## config.mk

```make
export PLATFORM = sky130hd
export DESIGN_NAME = byte_port_arbiter_flat
export DESIGN_NICKNAME = d
export VERILOG_FILES = /design/src/rtl/byte_port_arbiter_if.sv /design/src/rtl/byte_port_arbiter.sv /design/src/flat_wrapper.sv
export SDC_FILE = /design/constraint.sdc
export NUM_CORES = 1
export LEC_CHECK = 0
export CAP_MARGIN = 20
export CORE_ASPECT_RATIO = 0.75
export CORE_MARGIN = 8
export CORE_UTILIZATION = 24
export DETAILED_ROUTE_END_ITERATION = 8
export PLACE_DENSITY_LB_ADDON = 0.08
export SLEW_MARGIN = 20
export SYNTH_ARGS = -nofsm -noshare
export SYNTH_HDL_FRONTEND = slang
export SYNTH_SLANG_ARGS = --single-unit
```

## constraint.sdc

```tcl
create_clock -name clk -period 2 [get_ports clk]
set_clock_uncertainty 0.15 [all_clocks]
set_input_delay 0.4 -clock clk [delete_from_list [all_inputs] [get_ports clk]]
set_output_delay 0.4 -clock clk [all_outputs]
set_load 0.01 [all_outputs]
```

## src/rtl/byte_port_arbiter_if.sv

```systemverilog
// rtl/byte_port_arbiter_if.sv - requester and RAM port B signal bundle for byte_port_arbiter
interface byte_port_arbiter_if #(
    parameter int ADDR_W = 19,
    parameter int DATA_W = 8
);
    // requester 0: image loader/unloader
    logic              req0;
    logic              we0;
    logic [ADDR_W-1:0] addr0;
    logic [DATA_W-1:0] wdata0;
    logic              gnt0;
    logic              rvalid0;
    logic [DATA_W-1:0] rdata0;

    // requester 1: processor byte-access unit
    logic              req1;
    logic              we1;
    logic [ADDR_W-1:0] addr1;
    logic [DATA_W-1:0] wdata1;
    logic              gnt1;
    logic              rvalid1;
    logic [DATA_W-1:0] rdata1;

    // RAM port B
    logic [ADDR_W-1:0] ram_address_b;
    logic [DATA_W-1:0] ram_data_b;
    logic              ram_wren_b;
    logic [DATA_W-1:0] ram_q_b;

    // arbiter side
    modport slave (
        input  req0, we0, addr0, wdata0,
        input  req1, we1, addr1, wdata1,
        input  ram_q_b,
        output gnt0, rvalid0, rdata0,
        output gnt1, rvalid1, rdata1,
        output ram_address_b, ram_data_b, ram_wren_b
    );

    // requesters plus RAM side
    modport master (
        output req0, we0, addr0, wdata0,
        output req1, we1, addr1, wdata1,
        output ram_q_b,
        input  gnt0, rvalid0, rdata0,
        input  gnt1, rvalid1, rdata1,
        input  ram_address_b, ram_data_b, ram_wren_b
    );
endinterface

```

## src/rtl/byte_port_arbiter.sv

```systemverilog
// rtl/byte_port_arbiter.sv - round-robin arbiter for the 8-bit RAM port B with read return routing
module byte_port_arbiter #(
    parameter int ADDR_W       = 19,
    parameter int DATA_W       = 8,
    parameter int READ_LATENCY = 2
) (
    input  logic               clk,
    input  logic               rst_n,
    byte_port_arbiter_if.slave bus
);
    // last_grant: id of the requester that won the most recent grant
    logic                    last_grant;
    logic                    gnt0_c;
    logic                    gnt1_c;
    logic                    grant_any;
    logic                    grant_id;
    logic                    grant_we;

    // return pipeline: one {valid, id} slot per RAM latency edge
    logic [READ_LATENCY-1:0] pipe_valid;
    logic [READ_LATENCY-1:0] pipe_id;
    logic                    tail_valid;
    logic                    tail_id;
    logic                    rvalid0_c;
    logic                    rvalid1_c;

    // Round-robin pick: a lone request always wins, a tie goes to the requester that did not win last
    always_comb begin
        gnt0_c    = bus.req0 & (~bus.req1 | last_grant);
        gnt1_c    = bus.req1 & (~bus.req0 | ~last_grant);
        grant_any = gnt0_c | gnt1_c;
        grant_id  = gnt1_c;
        grant_we  = gnt1_c ? bus.we1 : (gnt0_c & bus.we0);
    end

    // Port B mux; everything forced to zero when idle so no stray write can reach the RAM
    always_comb begin
        bus.ram_address_b = '0;
        bus.ram_data_b    = '0;
        bus.ram_wren_b    = 1'b0;
        if (gnt0_c) begin
            bus.ram_address_b = bus.addr0;
            bus.ram_data_b    = bus.wdata0;
            bus.ram_wren_b    = bus.we0;
        end else if (gnt1_c) begin
            bus.ram_address_b = bus.addr1;
            bus.ram_data_b    = bus.wdata1;
            bus.ram_wren_b    = bus.we1;
        end
    end

    // Grants are presented in the same cycle as the request
    always_comb begin
        bus.gnt0 = gnt0_c;
        bus.gnt1 = gnt1_c;
    end

    // Fairness state and read-tracking shift register; reset drops every read in flight
    always_ff @(posedge clk or negedge rst_n) begin
        if (!rst_n) begin
            last_grant <= 1'b1;
            pipe_valid <= '0;
            pipe_id    <= '0;
        end else begin
            if (grant_any) begin
                last_grant <= grant_id;
            end
            pipe_valid[0] <= grant_any & ~grant_we;
            pipe_id[0]    <= grant_id;
            for (int i = 1; i < READ_LATENCY; i++) begin
                pipe_valid[i] <= pipe_valid[i-1];
                pipe_id[i]    <= pipe_id[i-1];
            end
        end
    end

    // Tail slot lines up with ram_q_b; steer the byte to its issuer and zero the other data bus
    always_comb begin
        tail_valid  = pipe_valid[READ_LATENCY-1];
        tail_id     = pipe_id[READ_LATENCY-1];
        rvalid0_c   = tail_valid & ~tail_id;
        rvalid1_c   = tail_valid & tail_id;
        bus.rvalid0 = rvalid0_c;
        bus.rvalid1 = rvalid1_c;
        bus.rdata0  = rvalid0_c ? bus.ram_q_b : '0;
        bus.rdata1  = rvalid1_c ? bus.ram_q_b : '0;
    end
endmodule

```

## src/flat_wrapper.sv

```systemverilog
// flat-port wrapper written by rule: the top's interface ports become plain ports
module byte_port_arbiter_flat 
#(
    parameter int ADDR_W       = 19,
    parameter int DATA_W       = 8,
    parameter int READ_LATENCY = 2
)
  (clk, rst_n, bus_req0, bus_we0, bus_addr0, bus_wdata0, bus_req1, bus_we1, bus_addr1, bus_wdata1, bus_ram_q_b, bus_gnt0, bus_rvalid0, bus_rdata0, bus_gnt1, bus_rvalid1, bus_rdata1, bus_ram_address_b, bus_ram_data_b, bus_ram_wren_b);
  byte_port_arbiter_if #(.ADDR_W(ADDR_W), .DATA_W(DATA_W)) bus_i ();
  input  logic clk;
  input  logic rst_n;
  input wire logic [$bits(bus_i.req0)-1:0] bus_req0;
  input wire logic [$bits(bus_i.we0)-1:0] bus_we0;
  input wire logic [$bits(bus_i.addr0)-1:0] bus_addr0;
  input wire logic [$bits(bus_i.wdata0)-1:0] bus_wdata0;
  input wire logic [$bits(bus_i.req1)-1:0] bus_req1;
  input wire logic [$bits(bus_i.we1)-1:0] bus_we1;
  input wire logic [$bits(bus_i.addr1)-1:0] bus_addr1;
  input wire logic [$bits(bus_i.wdata1)-1:0] bus_wdata1;
  input wire logic [$bits(bus_i.ram_q_b)-1:0] bus_ram_q_b;
  output wire logic [$bits(bus_i.gnt0)-1:0] bus_gnt0;
  output wire logic [$bits(bus_i.rvalid0)-1:0] bus_rvalid0;
  output wire logic [$bits(bus_i.rdata0)-1:0] bus_rdata0;
  output wire logic [$bits(bus_i.gnt1)-1:0] bus_gnt1;
  output wire logic [$bits(bus_i.rvalid1)-1:0] bus_rvalid1;
  output wire logic [$bits(bus_i.rdata1)-1:0] bus_rdata1;
  output wire logic [$bits(bus_i.ram_address_b)-1:0] bus_ram_address_b;
  output wire logic [$bits(bus_i.ram_data_b)-1:0] bus_ram_data_b;
  output wire logic [$bits(bus_i.ram_wren_b)-1:0] bus_ram_wren_b;
  assign bus_i.req0 = bus_req0;
  assign bus_i.we0 = bus_we0;
  assign bus_i.addr0 = bus_addr0;
  assign bus_i.wdata0 = bus_wdata0;
  assign bus_i.req1 = bus_req1;
  assign bus_i.we1 = bus_we1;
  assign bus_i.addr1 = bus_addr1;
  assign bus_i.wdata1 = bus_wdata1;
  assign bus_i.ram_q_b = bus_ram_q_b;
  assign bus_gnt0 = bus_i.gnt0;
  assign bus_rvalid0 = bus_i.rvalid0;
  assign bus_rdata0 = bus_i.rdata0;
  assign bus_gnt1 = bus_i.gnt1;
  assign bus_rvalid1 = bus_i.rvalid1;
  assign bus_rdata1 = bus_i.rdata1;
  assign bus_ram_address_b = bus_i.ram_address_b;
  assign bus_ram_data_b = bus_i.ram_data_b;
  assign bus_ram_wren_b = bus_i.ram_wren_b;
  byte_port_arbiter #(.ADDR_W(ADDR_W), .DATA_W(DATA_W), .READ_LATENCY(READ_LATENCY)) u_core (.clk(clk), .rst_n(rst_n), .bus(bus_i));
endmodule
```

==> reports/results.tsv, run 1 <==
stage	metric	value	unit
clock_network	CTS max path bufs	2	
final_layout	post-route core utilization	72.90	%
timing	worst rel slew slack	82.17	%
floorplan	die width	78.73	um
power_and_ir_drop	worst vdd ir	375.4	uV
detailed_routing	routed wire length	4278	um
synthesis	Seq/Total Area, Yosys	17.84	%
synthesis	Yosys warnings	0	
floorplan	core area	2872	um2
setup_path	CP max stage cell	dfstp_2	
clock_network	Clock Latency Late Sink	0.22	ns
setup_path	most used cell, CP	buf_6	
synthesis	Distinct cells, synth	13	
timing	Tmin final	2.014	ns
setup_path	Critical Path AT	1.46	ns
timing	hold slack	0.1928	ns
setup_path	crit-path max cell delay	0.53	ns
timing	endpoints failing setup	2	
timing	RSZ-0062 raised after global routing	true	
outcome	failing checks	setup timing	
timing	Hold Violations, Final	0	
final_layout	area delta synth->final	195.6	%
synthesis	Post-Synthesis Cells	69	
synthesis	area share of the largest cell type after synthesis	46.11	%
clock_network	clk root buf	clkbuf_8	
floorplan	I/O pins	116	
synthesis	Yosys top cell by area	a32o_2	
power_and_ir_drop	Power Density	429.2	nW/um2
global_route	first-pass GRT wire length	6624	um
detailed_routing	vias per cell	4.953	
detailed_routing	DR vias	1164	
setup_path	critical-path cell list	buf_6 -> a21boi_4 -> clkbuf_16 -> a32o_2 -> buf_6	
timing	Worst Tran Pin Value	0.2667	ns
clock_network	CTS Buf Count	3	
synthesis	Post-synth EDFFs	0	
global_route	Overflow after GRT	0	
clock_network	CTS Sinks	5	
global_route	Tot GR Track Use	16.24	%
outcome	status	complete, but fails checks	
synthesis	Post-synth top flop	dfrtp_1	
clock_network	Post-CTS Hold Buffers	0	
place	port bufs	115	
setup_path	CP required	1.45	ns
clock_network	CTS tree	built	
global_route	initial antenna violation count	0	
detailed_routing	post-detailed-route count of antenna-violating nets	0	
synthesis	Seq cells post-synth	5	
run	max-cap violation count	0	
floorplan	initial core utilization	24.66	%
detailed_routing	Detailed Route Iter0 Violations	6	
timing	max-slew violations	0	
synthesis	top cells by count, synth	a32o_2 (29), and2_1 (10), and3_1 (8)	
setup_path	CP max FO	6	
synthesis	FFs w/ async S/R, synth	100.0	%
clock_network	Clock transition at path regs	0.03	ns
place	GPL Wtd Cong	0.7364	
setup_path	Startpoint Class	flip-flop	
synthesis	Syn Std Cell Area	708.2	um2
setup_path	WS Path Type	flip-flop to output port	
setup_path	Worst Setup End Kind	output port	
synthesis	top area cells in the synthesized netlist	a32o_2 (46%), dfrtp_1 (14%), buf_6 (9.5%)	
global_route	vias in the first global route	1355	
timing	Tcrit/Tclk final	100.7	%
detailed_routing	DR WL/cell	18.20	um
timing	Worst Slack Setup Final	-0.01446	ns
final_layout	# diodes	0	
floorplan	Die ar.	4963	um2
timing	post-route setup TNS	-0.01720	ns
timing	Max Clock Freq	496.4	MHz
detailed_routing	DRC Markers	0	
power_and_ir_drop	Pleak	0.001087	uW
synthesis	Avg Cell Area, Syn	10.26	um2
final_layout	Final nets	266	
detailed_routing	DRT Pass-1 Iters	4	
synthesis	top-count cell post-synth	a32o_2	
place	Post-Place Worst Slack	-0.6388	ns
place	dpl hpwl	3231	um
clock_network	H-tree levels	1	
floorplan	die height	63.05	um
final_layout	share of cells above drive strength 1	43.65	%
min_path	Worst Hold Class	flip-flop to flip-flop	
global_route	largest net degree at the start of global routing	16	
synthesis	Syn Nets	137	
floorplan	Cell Rows	17	
-- metrics by stage --
step	instances	cell area [um2]	total power, uW
2_1_floorplan	69	708.2	327.5
3_5_place_dp	222	1907	652.3
6_report	235	2093	898.4
4_1_cts	232	2023	874.6
5_1_grt	235	2093	956.1
3_3_place_gp	222	1907	643.1
-- repair_timing --
item | CTS | global route
setup buffers | 3 | 1
cloned | 3 | 2
gates resized for setup | 167 | 11
endpoints found under the setup margin | 46 | 30
-- worst paths after layout --
kind,startpoint,to,slack [ns],cells past startpoint
worst max-delay path,u_core.last_grant$_DFFE_PN1P_,bus_ram_address_b[16],-0.01,5
worst min-delay path,u_core.pipe_valid[0]$_DFF_PN0_,u_core.pipe_valid[1]$_DFF_PN0_,0.19,0
worst max register to register,u_core.last_grant$_DFFE_PN1P_,u_core.pipe_valid[0]$_DFF_PN0_,0.53,5
worst min register to register,u_core.pipe_valid[0]$_DFF_PN0_,u_core.pipe_valid[1]$_DFF_PN0_,0.19,0
max in group asynchronous,rst_n,u_core.last_grant$_DFFE_PN1P_,1.21,1
min in group asynchronous,rst_n,u_core.pipe_valid[1]$_DFF_PN0_,0.25,1
-- area by class of cell --
cell class                 count  area [um2]
clock buffer                   4       45.04
fill                         224       778.2
inverter                       2       7.507
multi-input combinational     53       500.5
sequential                     5       126.4
tap                           38       47.55
timing repair buffer         133        1366
-- sequential cells by signal, indices dropped and copies added (netlist names) --
register,flops
u_core.last_grant,1
u_core.pipe_valid,2
u_core.pipe_id,2
-- critical path, delay by kind of cell, from the launching register on --
kind                   cells  cell delay, ns
buffers and inverters      3            0.39
flip-flops                 1            0.53
AO/OA/AOI/OAI              2            0.31
-- placed cells by master, fill, tap and decap left out, drive strengths merged, types with 2 or more instances in the layout --
master	instances
dfrtp	4
clkdlybuf4s50	67
inv	2
buf	44
and3	8
clkbuf	8
clkdlybuf4s15	2
nand2b	2
and2	10
a32o	29
dlygate4sd2	16
-- layer usage --
layer,share of wire (%),track usage (%),up-vias
met5,0,0,-
met4,0.49,3.687,0
met3,14,9.195,5
met2,50,28.79,70
met1,36,15.94,531
li1,-,-,558
-- where the power goes --
group          internal (uW)  switching (uW)  leakage [uW]
logic                    384             209       0.00100
registers                115            4.71     0.0000602
clock network            137            48.7     0.0000228
-- cells by family (layout without fill, tap and decap cells) --
family / count (synthesis) / in the layout / synth area share [%]
simple gates: 21 / 22 / 19.26
buf+inv: 12 / 139 / 13.43
flops: 5 / 5 / 17.85
compound gates: 31 / 31 / 49.47
(Power assumes the default switching activity.)
==> run 2, diff against run 1 <==
CAP_MARGIN = not set   (was 20)
SETUP_SLACK_MARGIN = 0.4   (was not set)
==> run 2 against run 1 <==
The flow still finishes with violations (setup timing). Fmax increased by 0.26%. Combinational power up 11%. Non-clock buffer count up 4. Clock power barely moved. Sequential cell count unchanged. Cell area is 7.7% higher. Routed wire length increased by 5.7%. Count of clock-buffer cells in the layout unchanged. Critical path depth is the same. Critical path type unchanged. Largest cell class unchanged. Largest power group unchanged.
==> reports/results.tsv, run 2 (same netlist as run 1, synthesis figures left out) <==
stage	metric	value	unit	change
outcome	status	complete, but fails checks		unchanged
outcome	failing checks	setup timing		unchanged
detailed_routing	post-detailed-route count of antenna-violating nets	0		unchanged
detailed_routing	DR vias	1200		was 1164
global_route	vias in the first global route	1413		was 1355
detailed_routing	DRT Pass-1 Iters	4		unchanged
timing	Worst Tran Pin Value	0.3315	ns	was 0.2667 ns
final_layout	share of cells above drive strength 1	62.19	%	was 43.65%
timing	RSZ-0062 raised after global routing	true		unchanged
setup_path	Worst Setup End Kind	output port		unchanged
clock_network	Clock transition at path regs	0.04	ns	was 0.03 ns
timing	Tcrit/Tclk final	100.5	%	was 100.7%
setup_path	Critical Path AT	1.46	ns	about the same
place	dpl hpwl	3231	um	unchanged
place	placed cells	222		unchanged
floorplan	Cell Rows	17		unchanged
global_route	first-pass GRT wire length	6879	um	was 6624 um
timing	Tmin final	2.009	ns	was 2.014 ns
timing	worst rel slew slack	77.85	%	was 82.17%
detailed_routing	DRC Markers	0		unchanged
place	Post-Place Worst Slack	-0.6388	ns	unchanged
final_layout	area delta synth->final	218.4	%	was 195.6%
place	port bufs	115		unchanged
timing	Max Clock Freq	497.7	MHz	was 496.4 MHz
final_layout	largest registers	u_core.pipe_id: 2 flops, u_core.pipe_valid: 2 flops, u_core.last_grant: 1 flops		unchanged
setup_path	CP required	1.45	ns	about the same
clock_network	H-tree levels	1		unchanged
place	GPL Wtd Cong	0.7364		unchanged
detailed_routing	Detailed Route Iter0 Violations	11		was 6
global_route	Tot GR Track Use	16.76	%	was 16.24%
power_and_ir_drop	worst vdd ir	351.6	uV	was 375.4 uV
final_layout	commonest non-fill, non-tap cell in the layout	clkdlybuf4s50_1		unchanged
final_layout	# diodes	0		unchanged
final_layout	post-route core utilization	78.52	%	was 72.90%
detailed_routing	DR WL/cell	18.92	um	was 18.20 um
global_route	largest net degree at the start of global routing	16		unchanged
clock_network	CTS Buf Count	3		unchanged
timing	Hold Violations, Final	0		unchanged
timing	Worst Slack Setup Final	-0.009249	ns	was -0.01446 ns
clock_network	Clock Latency Late Sink	0.22	ns	about the same
global_route	Overflow after GRT	0		unchanged
detailed_routing	vias per cell	5.021		was 4.953
floorplan	initial core utilization	24.66	%	unchanged
clock_network	CTS tree	built		unchanged
floorplan	die width	78.73	um	unchanged
setup_path	WS Path Type	flip-flop to output port		unchanged
timing	max-slew violations	0		unchanged
timing	endpoints failing setup	8		was 2
floorplan	I/O pins	116		unchanged
global_route	initial antenna violation count	0		unchanged
clock_network	Post-CTS Hold Buffers	0		unchanged
floorplan	Die ar.	4963	um2	unchanged
detailed_routing	routed wire length	4521	um	was 4278 um
setup_path	CP max FO	12		was 6
setup_path	Startpoint Class	flip-flop		unchanged
final_layout	Fillers	191		was 224
final_layout	most frequent cells in the layout	clkdlybuf4s50_1 (57), buf_6 (56), a32o_2 (29), and2_4 (9)		was clkdlybuf4s50_1 (67), buf_6 (32), a32o_2 (29), dlygate4sd2_1 (16), and2_1 (10)
final_layout	Final nets	270		was 266
final_layout	Finished Layout Cells	239		was 235
power_and_ir_drop	Pleak	0.001109	uW	was 0.001087 uW
power_and_ir_drop	Power Density	427.4	nW/um2	was 429.2 nW/um2
clock_network	clk root buf	clkbuf_8		unchanged
timing	hold slack	0.1914	ns	was 0.1928 ns
floorplan	die height	63.05	um	unchanged
floorplan	core area	2872	um2	unchanged
min_path	Worst Hold Class	flip-flop to flip-flop		unchanged
clock_network	CTS max path bufs	2		unchanged
clock_network	CTS Sinks	5		unchanged
run	max-cap violation count	0		unchanged
## run 2: changes by cell type in the layout (fill, tap and decap cells not counted), sizes merged
cell | before | now
clkdlybuf4s15 | 2 | 1
buf | 44 | 70
clkbuf | 8 | 5
dlygate4sd2 | 16 | 8
clkdlybuf4s50 | 67 | 57
## run 2: routing by layer
| layer | global-route usage, % | vias to the layer above | wire [um] |
|---|---|---|---|
| li1 | - | 565 | - |
| met1 | 16.43 | 561 | 1574 |
| met2 | 30.55 | 70 | 2362 |
| met3 | 9.052 | 4 | 563 |
| met4 | 2.765 | 0 | 21 |
| met5 | 0 | - | 0 |
## run 2: path summary, 6_finish.rpt
kind                                                start                              to  slack [ns]  cells after the start
max                         u_core.last_grant$_DFFE_PN1P_           bus_ram_address_b[16]      -0.009                      5
min                        u_core.pipe_valid[0]$_DFF_PN0_  u_core.pipe_valid[1]$_DFF_PN0_        0.19                      0
max reg2reg                 u_core.last_grant$_DFFE_PN1P_  u_core.pipe_valid[0]$_DFF_PN0_        0.64                      4
min reg2reg                u_core.pipe_valid[0]$_DFF_PN0_  u_core.pipe_valid[1]$_DFF_PN0_        0.19                      0
max in group asynchronous                           rst_n   u_core.last_grant$_DFFE_PN1P_        1.21                      1
min in group asynchronous                           rst_n  u_core.pipe_valid[1]$_DFF_PN0_        0.24                      1
## run 2: what timing repair did
item,4_1_cts,5_1_grt
resized for setup,268,21
endpoints found under the setup margin,48,48
cloned,5,1
buffers inserted,5,2
pin swaps,5,8
## run 2: area by class of cell
class,instances,area [um2],area share (%)
Timing Repair Buffer,137,1465,64.98
Multi-Input combinational cell,53,563.0,24.97
Clock buffer,4,45.04,1.998
Inverter,2,7.507,0.3330
Tap cell,38,47.55,2.109
Sequential cell,5,126.4,5.605
## run 2: where the power goes
part | internal, uW | switching, uW | leakage, uW
logic | 430 | 228 | 0.00103
registers | 115 | 5.14 | 0.0000602
clock network | 137 | 49.1 | 0.0000228
total | 681 | 283 | 0.00111
## run 2: through the flow
| step | total power (uW) | TNS, ns | cell area (um2) |
|---|---|---|---|
| after floorplan | 327.5 | 0 | 708.2 |
| after global placement | 643.1 | -18.15 | 1907 |
| after detailed placement | 652.3 | -19.79 | 1907 |
| after CTS | 928.3 | -0.08831 | 2125 |
| after global routing | 1021 | -1.029 | 2255 |
| final | 963.7 | -0.03794 | 2255 |
## run 2: critical path: stages, from the launching register on
cell      delay [ns]
dfstp_2         0.53
buf_6           0.10
a21boi_4        0.09
buf_16          0.17
a32o_2          0.23
buf_6           0.12
